==> src/rtl/uart_tx_cfg_if.sv <==
// Client-side handshake and serial-line bundle for uart_tx_cfg.
interface uart_tx_cfg_if #(
  parameter int DATA_BITS = 8
);
  logic [DATA_BITS-1:0] data;
  logic                 start;
  logic                 ready;
  logic                 busy;
  logic                 done;
  logic                 tx;

  modport master (output data, output start, input ready, input busy, input done, input tx);
  modport slave  (input data, input start, output ready, output busy, output done, output tx);
endinterface

==> src/rtl/uart_tx_cfg.sv <==
// UART transmitter with configurable bit period, width, parity and stop bits.
// A one-word holding register lets the next frame start with no idle gap.
//
// state  | meaning
// IDLE   | line high, waiting for a word
// START  | start bit (line low)
// DATA   | payload bits, LSB first
// PAR    | parity bit (never entered when PARITY = 0)
// STOP   | STOP_BITS stop periods (line high)
module uart_tx_cfg #(
  parameter int CLKS_PER_BIT = 104,
  parameter int DATA_BITS    = 8,
  parameter int PARITY       = 0,
  parameter int STOP_BITS    = 1
) (
  input  logic         clk,
  input  logic         rst_n,
  uart_tx_cfg_if.slave bus
);
  localparam int            TW        = (CLKS_PER_BIT > 1) ? $clog2(CLKS_PER_BIT) : 1;
  localparam logic [TW-1:0] TC        = TW'(CLKS_PER_BIT - 1);
  localparam logic [3:0]    LAST_DATA = 4'(DATA_BITS - 1);
  localparam logic [3:0]    LAST_STOP = 4'(STOP_BITS - 1);

  typedef enum logic [2:0] {IDLE, START, DATA, PAR, STOP} state_t;

  state_t               r_state;
  logic [TW-1:0]        r_timer;
  logic [3:0]           r_idx;
  logic [DATA_BITS-1:0] r_shift;
  logic [DATA_BITS-1:0] r_hold;
  logic                 r_hold_full;
  logic                 r_par;
  logic                 r_tx;
  logic                 r_busy;
  logic                 r_done;
  logic                 r_ready;

  logic w_accept;
  logic w_bit_end;
  logic w_frame_end;

  assign w_accept    = bus.start && r_ready;
  assign w_bit_end   = (r_timer == TC);
  assign w_frame_end = (r_state == STOP) && w_bit_end && (r_idx == LAST_STOP);

  assign bus.tx    = r_tx;
  assign bus.busy  = r_busy;
  assign bus.done  = r_done;
  assign bus.ready = r_ready;

  function automatic logic par_of(input logic [DATA_BITS-1:0] d);
    return (PARITY == 1) ? ~(^d) : (^d);
  endfunction

  always_ff @(posedge clk or negedge rst_n) begin
    if (!rst_n) begin
      r_state     <= IDLE;
      r_timer     <= '0;
      r_idx       <= '0;
      r_shift     <= '0;
      r_hold      <= '0;
      r_hold_full <= 1'b0;
      r_par       <= 1'b0;
      r_tx        <= 1'b1;
      r_busy      <= 1'b0;
      r_done      <= 1'b0;
      r_ready     <= 1'b1;
    end else begin
      r_done <= 1'b0;
      if (r_state != IDLE) r_timer <= w_bit_end ? '0 : r_timer + 1'b1;

      // An accept on the final stop edge goes straight to the shifter below.
      if (w_accept && (r_state != IDLE) && !w_frame_end) begin
        r_hold      <= bus.data;
        r_hold_full <= 1'b1;
        r_ready     <= 1'b0;
      end

      case (r_state)
        IDLE: if (w_accept) begin
          r_shift <= bus.data;
          r_par   <= par_of(bus.data);
          r_state <= START;
          r_tx    <= 1'b0;
          r_busy  <= 1'b1;
          r_timer <= '0;
        end
        START: if (w_bit_end) begin
          r_state <= DATA;
          r_idx   <= '0;
          r_tx    <= r_shift[0];
          r_shift <= r_shift >> 1;
        end
        DATA: if (w_bit_end) begin
          if (r_idx == LAST_DATA) begin
            r_idx <= '0;
            if (PARITY != 0) begin
              r_state <= PAR;
              r_tx    <= r_par;
            end else begin
              r_state <= STOP;
              r_tx    <= 1'b1;
            end
          end else begin
            r_idx   <= r_idx + 4'd1;
            r_tx    <= r_shift[0];
            r_shift <= r_shift >> 1;
          end
        end
        PAR: if (w_bit_end) begin
          r_state <= STOP;
          r_tx    <= 1'b1;
          r_idx   <= '0;
        end
        STOP: if (w_bit_end) begin
          if (r_idx != LAST_STOP) begin
            r_idx <= r_idx + 4'd1;
          end else begin
            r_done <= 1'b1;
            r_idx  <= '0;
            if (r_hold_full) begin
              r_shift     <= r_hold;
              r_par       <= par_of(r_hold);
              r_state     <= START;
              r_tx        <= 1'b0;
              r_hold_full <= 1'b0;
              r_ready     <= 1'b1;
            end else if (w_accept) begin
              r_shift <= bus.data;
              r_par   <= par_of(bus.data);
              r_state <= START;
              r_tx    <= 1'b0;
            end else begin
              r_state <= IDLE;
              r_busy  <= 1'b0;
            end
          end
        end
        default: r_state <= IDLE;
      endcase
    end
  end
endmodule

==> src/flat_wrapper.sv <==
// flat-port wrapper written by rule: the top's interface ports become plain ports
module uart_tx_cfg_flat 
#(
  parameter int CLKS_PER_BIT = 104,
  parameter int DATA_BITS    = 8,
  parameter int PARITY       = 0,
  parameter int STOP_BITS    = 1
)
  (clk, rst_n, bus_data, bus_start, bus_ready, bus_busy, bus_done, bus_tx);
  uart_tx_cfg_if #(.DATA_BITS(DATA_BITS)) bus_i ();
  input  logic clk;
  input  logic rst_n;
  input wire logic [$bits(bus_i.data)-1:0] bus_data;
  input wire logic [$bits(bus_i.start)-1:0] bus_start;
  output wire logic [$bits(bus_i.ready)-1:0] bus_ready;
  output wire logic [$bits(bus_i.busy)-1:0] bus_busy;
  output wire logic [$bits(bus_i.done)-1:0] bus_done;
  output wire logic [$bits(bus_i.tx)-1:0] bus_tx;
  assign bus_i.data = bus_data;
  assign bus_i.start = bus_start;
  assign bus_ready = bus_i.ready;
  assign bus_busy = bus_i.busy;
  assign bus_done = bus_i.done;
  assign bus_tx = bus_i.tx;
  uart_tx_cfg #(.CLKS_PER_BIT(CLKS_PER_BIT), .DATA_BITS(DATA_BITS), .PARITY(PARITY), .STOP_BITS(STOP_BITS)) u_core (.clk(clk), .rst_n(rst_n), .bus(bus_i));
endmodule
==> config.mk <==
export PLATFORM = sky130hd
export DESIGN_NAME = uart_tx_cfg_flat
export DESIGN_NICKNAME = d
export VERILOG_FILES = /design/src/rtl/uart_tx_cfg_if.sv /design/src/rtl/uart_tx_cfg.sv /design/src/flat_wrapper.sv
export SDC_FILE = /design/constraint.sdc
export NUM_CORES = 1
export LEC_CHECK = 0
export ABC_AREA = 1
export ABC_CLOCK_PERIOD_IN_PS = 1400
export CAP_MARGIN = 20
export CORE_MARGIN = 5
export CORE_UTILIZATION = 55
export CTS_BUF_LIST = sky130_fd_sc_hd__clkbuf_16
export DETAILED_ROUTE_END_ITERATION = 10
export DONT_BUFFER_PORTS = 1
export PLACE_DENSITY = 0.73
export SLEW_MARGIN = 0
export SYNTH_ARGS = -nofsm -noshare
export SYNTH_HDL_FRONTEND = slang
export SYNTH_SLANG_ARGS = --single-unit
==> constraint.sdc <==
create_clock -name clk -period 1.4 [get_ports clk]
set_input_delay 0.28 -clock clk [delete_from_list [all_inputs] [get_ports clk]]
set_output_delay 0.28 -clock clk [all_outputs]
set_load 0.02 [all_outputs]
# After elaboration in Yosys (flattened, before gate mapping)
# Cells that the tools add are included.
[totals] ff_bits=35 latch_bits=0 ramBits=0 rom_bits=0 output_inout_bits=4 word_cells=105 n_memories=0
[classes] add_sub_neg=2 n_mul=0 div_mod_pow=0 n_lt_le_gt_ge=0 eq_ne=17 shifts=0 n_mux=56 bitwise=0 reduce_logical=20
[ops] op="$mux 8" count=7
[ops] op="$pmux 8 s4" count=1
[ops] op="$mux 7" count=4
[ops] op="$mux 1" count=27
[ops] op="$mux 3" count=8
[ops] op="$mux 4" count=5
[ops] op="$reduce_and 6->1" count=3
[ops] op="$pmux 3 s5" count=1
[ops] op="$ne 2x1->1 const B" count=7
[ops] op="$pmux 4 s3" count=1
[ops] op="$ne 2x2->1 const B" count=4
[ops] op="$reduce_bool 4->1" count=2
[ops] op="$add 7x1->7 const B" count=1
[ops] op="$eq 7x7->1 const B" count=1
[ops] op="$reduce_and 7->1" count=1
[ops] op="$eq 3x2->1 const B" count=2
[ops] op="$reduce_bool 3->1" count=2
[ops] op="$logic_and 1x1->1" count=5
[ops] op="$pmux 1 s5" count=1
[ops] op="$reduce_bool 5->1" count=1
[ops] op="$add 4x1->4 const B" count=1
[ops] op="$eq 4x3->1 const B" count=1
[ops] op="$logic_not 4->1" count=1
[ops] op="$reduce_and 4->1" count=1
[ops] op="other kinds (7)" count=7

# Logic depth before layout (Yosys ltp)
[logic_depth] ltp_word=10 ltp_mapped=10

# Worst setup path after synthesis
# OpenSTA, ideal clock, no wires.
[synth_path] path_type="register to register" startpoint="register u_core.r_ready, in the netlist u_core.bus.ready" endpoint="register u_core.r_state[1]" t_arrival_ps=1392 setup_slack_ps=-57 path_stages_with_launch=9 n_path_buf=0 path_cell_list="dfstp_2 nand2_1 inv_1 nor2_2 nor2_1 nand2_1 nor2_1 nand2_1 nand2_1"
[synth_via] elab_chain_cells=3
[synth_lines] item="start: declaration" line_no="uart_tx_cfg.sv:37" source="logic r_ready;"
[synth_lines] item="start signal: assignment" line_no="uart_tx_cfg.sv:68" source="r_ready <= 1'b1;"
[synth_lines] item="start signal: assignment" line_no="uart_tx_cfg.sv:77" source="r_ready <= 1'b0;"
[synth_lines] item="start signal: assignment" line_no="uart_tx_cfg.sv:128" source="r_ready <= 1'b1;"
[synth_lines] item="$logic_and 1x1->1" line_no="uart_tx_cfg.sv:43" source="assign w_accept = bus.start && r_ready;"
[synth_lines] item="$ne 2x1->1 (no source line)"
[synth_lines] item="$reduce_and 7->1 (no source line)"
[synth_lines] item="end signal: assignment" line_no="uart_tx_cfg.sv:58" source="r_state <= IDLE;"
[synth_lines] item="end signal: assignment" line_no="uart_tx_cfg.sv:84" source="r_state <= START;"
[synth_lines] item="end signal: assignment" line_no="uart_tx_cfg.sv:90" source="r_state <= DATA;"
[synth_lines] item="end: declaration" line_no="uart_tx_cfg.sv:27" source="state_t r_state;"
# Every way passes these cells.
# A chain may end at the register's enable or synchronous reset.

# Worst setup path after layout
[layout_path] startpoint="register u_core.r_timer[0]" endpoint="register u_core.r_shift[4]"
[layout_via] elab_chain_cells=3 elab_cells_between_ends=5 cone_classes="eq/ne: 4; reduce/logical: 1"
[layout_lines] item="start: declaration" line_no="uart_tx_cfg.sv:28" source="logic [TW-1:0] r_timer;"
[layout_lines] item="start signal: assignment" line_no="uart_tx_cfg.sv:71" source="if (r_state != IDLE) r_timer <= w_bit_end ? '0 : r_timer + 1'b1;"
[layout_lines] item="$eq 7x7->1 (*)" line_no="uart_tx_cfg.sv:44" source="assign w_bit_end = (r_timer == TC);"
[layout_lines] item="$ne 2x1->1 (no source line)"
[layout_lines] item="$reduce_and 6->1 (no source line) (*)"
[layout_lines] item="end signal: assignment" line_no="uart_tx_cfg.sv:82" source="r_shift <= bus.data;"
[layout_lines] item="end signal: assignment" line_no="uart_tx_cfg.sv:93" source="r_shift <= r_shift >> 1;"
[layout_lines] item="end signal: assignment" line_no="uart_tx_cfg.sv:108" source="r_shift <= r_shift >> 1;"
[layout_lines] item="end: declaration" line_no="uart_tx_cfg.sv:30" source="logic [DATA_BITS-1:0] r_shift;"
# Every way passes the cells marked *; elsewhere a longest branch is shown, timed or not.

==> out/qor.csv <==
metric;value;unit
n_antenna_cell;0;
rsz0062_at_grt;yes;
tritoncts;built;
power.internal;1.848;mW
use_met1;26.97;%
use_met2;34.80;%
final_cell_mix;107 x nand2_1, 32 x inv_1, 31 x dfrtp_1, 28 x buf_4, 17 x nand2_2;
numCtsBuffers;5;
violations;negative setup slack;
r2r_slack;-120;ps
ios;15;
dp.final_hpwl;3081;um
slowest_stage;dfrtp_1;
hold_slack;138.7;ps
cp-startpoint;u_core.r_timer[0]$_DFF_PN0_;
die_area;5134;um^2
cts_root_buf;clkbuf_16;
power_density;794.8;nW/um^2
postRouteAntennaNets;0;
fin_area;2861;um^2
p_sw_share;18.73;%
met3_usage;5.470;%
finalPower;2.274;mW
drv_slew;0;
final_common_cell;nand2_1;
cp.arrival;1680;ps
drt_iter0_drc;165;
max-slew-margin-rel;81.11;%
synthTopCellsByArea;dfrtp_1 39%, nand2_1 22%, inv_1 6.3%;
setup_slack;-115.5;ps
num_rows;22;
p_leak;1.486;nW
cap_violations;0;
synth-seq-cells;35;
path_class;register to register;
hold_viol_final;0;
synthCells;296;
vias;2080;
ys_seq_area_share;42.01;%
gp_congestion;0.9123;
drc;0;
crit_fanout;8;
rr_startpoint;u_core.r_timer[0]$_DFF_PN0_;
required;1570;ps
fmax;659.8;MHz
place_area;2263;um^2
core;3661;um^2
crit_path_cell_trace;ha_4 -> nand3_4 -> nor2_4 -> nand2_2 -> nand2_4 -> nand3_4 -> nand2_1 -> nand2_1;
cts_num_sinks;35;
outcome;finished with violations;
drive_gt1_share;31.86;%
grt_use_total;20.81;%
nNetsFinal;352;
antenna_found_initial;0;
grt_max_degree;36;
end_kind;register;
cts_max_level;2;
gr-max-usage-layer;met2;
syn_avg_cell_area;7.063;um^2
net-switching-power;0.4260;mW
wire_per_inst;14.89;um
synth_top_area_share;39.50;%
firstDrtPassIters;4;
max_stage_delay;420;ps
vdd_drop_max;0.7215;mV
synth_area_leader_cell;dfrtp_1;
period_needed;1516;ps
grt_pass1_vias;1886;
die_h;71.66;um
synth_warnings;0;
portBuffers;0;
vias_per_cell;5.375;
min_from;bus_data[4];
worstMarginPinSlew;281.5;ps
comb_power_share;1.6;%
drt-total-wl;5761;um
clkTransAtPathRegs;60;ps
cts_max_path_buffers;2;
pwr-share-clk;53.9;%
area_growth;36.86;%
die_x;71.66;um
clock_latency;290;ps
fin_skew;10.09;ps
syn_area;2091;um^2
period_share;108.3;%
hp-class;input pin to register;
startpoint_type;register;
grt_first_pass_wirelength;8459;um
seq_power_share;44.5;%
start_util;57.11;%
place_ws;-95.21;ps
yosysUniqueCellTypes;30;
setup_viol;32;
synth_nets;310;
fillCellCount;238;
overflow;0;
## Yosys cell counts (all sizes together)
cell type / number
o21ai: 29
xor2: 1
dfstp: 2
nand3b: 1
nand4: 1
ha: 3
nor3: 1
inv: 41
dfrtp: 33
nor3b: 1
o21a: 1
nand2: 128
a22o: 1
clkbuf: 1
nand3: 21
nor2: 25
xnor2: 1
a21boi: 1
buf: 1
o31ai: 1
a21oi: 2
## cells by family (layout without fill, tap and decap cells)
family                   after synthesis  after routing  share of synthesized area [%]
AND/OR/NAND/NOR                      178            181                          38.36
AO/OA/AOI/OAI                         35             35                          8.917
adder cells (fa/ha/maj)                3              3                          1.796
buffers and inverters                 43             83                          8.079
flip-flops                            35             35                          42.01
XOR/XNOR                               2              2                         0.8380
## power by group through the flow
stage	clock (mW)	combinational (mW)	sequential, mW
after CTS	1.23	0.0367	1.01
after global routing	1.29	0.0424	1.01
after detailed placement	0	0.00730	1.03
final	1.23	0.0355	1.01
after global placement	0	0.00729	1.03
after floorplan	0	0.00585	1.03
## final cells by class
type                    count  area, um^2  area share, %
repair buffers             34       302.8          10.58
well taps                  48       60.06          2.099
multi-input cells         221        1291          45.12
flip-flops and latches     35       880.8          30.78
inverters                  41       163.9          5.728
clock inverters             3       37.54          1.312
clock buffers               5       125.1          4.373
## through the flow
step,std cells,util [%],setup TNS [ps]
floorplan,296,-,-62.44
CTS,373,71.02,-112.8
global route,387,78.16,-4616
finish,387,78.16,-2136
global placement,357,61.82,-1324
detailed placement,357,61.82,-1678
## registers in the layout (all words and copies together) (netlist names), 3 cells and up
register and count:
u_core.r_state 3, u_core.r_hold 8, u_core.r_idx 4, u_core.r_timer 7, u_core.r_shift 8
## path summary, 6_finish.rpt
kind / end / depth (start not counted)
worst max-delay path: u_core.r_shift[4]$_DFFE_PN0P_ / 8
worst min-delay path: u_core.r_hold[4]$_DFFE_PN0P_ / 2
worst max register to register: u_core.r_shift[4]$_DFFE_PN0P_ / 8
worst min register to register: u_core.r_hold[2]$_DFFE_PN0P_ / 2
max in group asynchronous: u_core.bus.tx$_DFFE_PN1P_ / 2
min in group asynchronous: u_core.r_shift[7]$_DFFE_PN0P_ / 2
## worst max-delay path: cells and delay by family (launching register included)
| family | cells | cell delay (ps) |
|---|---|---|
| flops | 1 | 420 |
| fa+ha+maj | 1 | 190 |
| simple gates | 7 | 780 |
## timing repair
item                                    4_1_cts  5_1_grt
gates cloned                                  2        1
endpoints found under the setup margin       26       31
buffers inserted                              5       13
pin swaps                                    13       17
endpoints found under the hold margin        35        0
hold buffers                                  2        0
resized for setup                            25       39
## per-layer routing
layer	wire length, um	share of wire [%]
met1	2463	43
met2	2768	48
met3	346	6.0
met4	183	3.2
met5	0	0
Power figures use the tool's default switching activity.
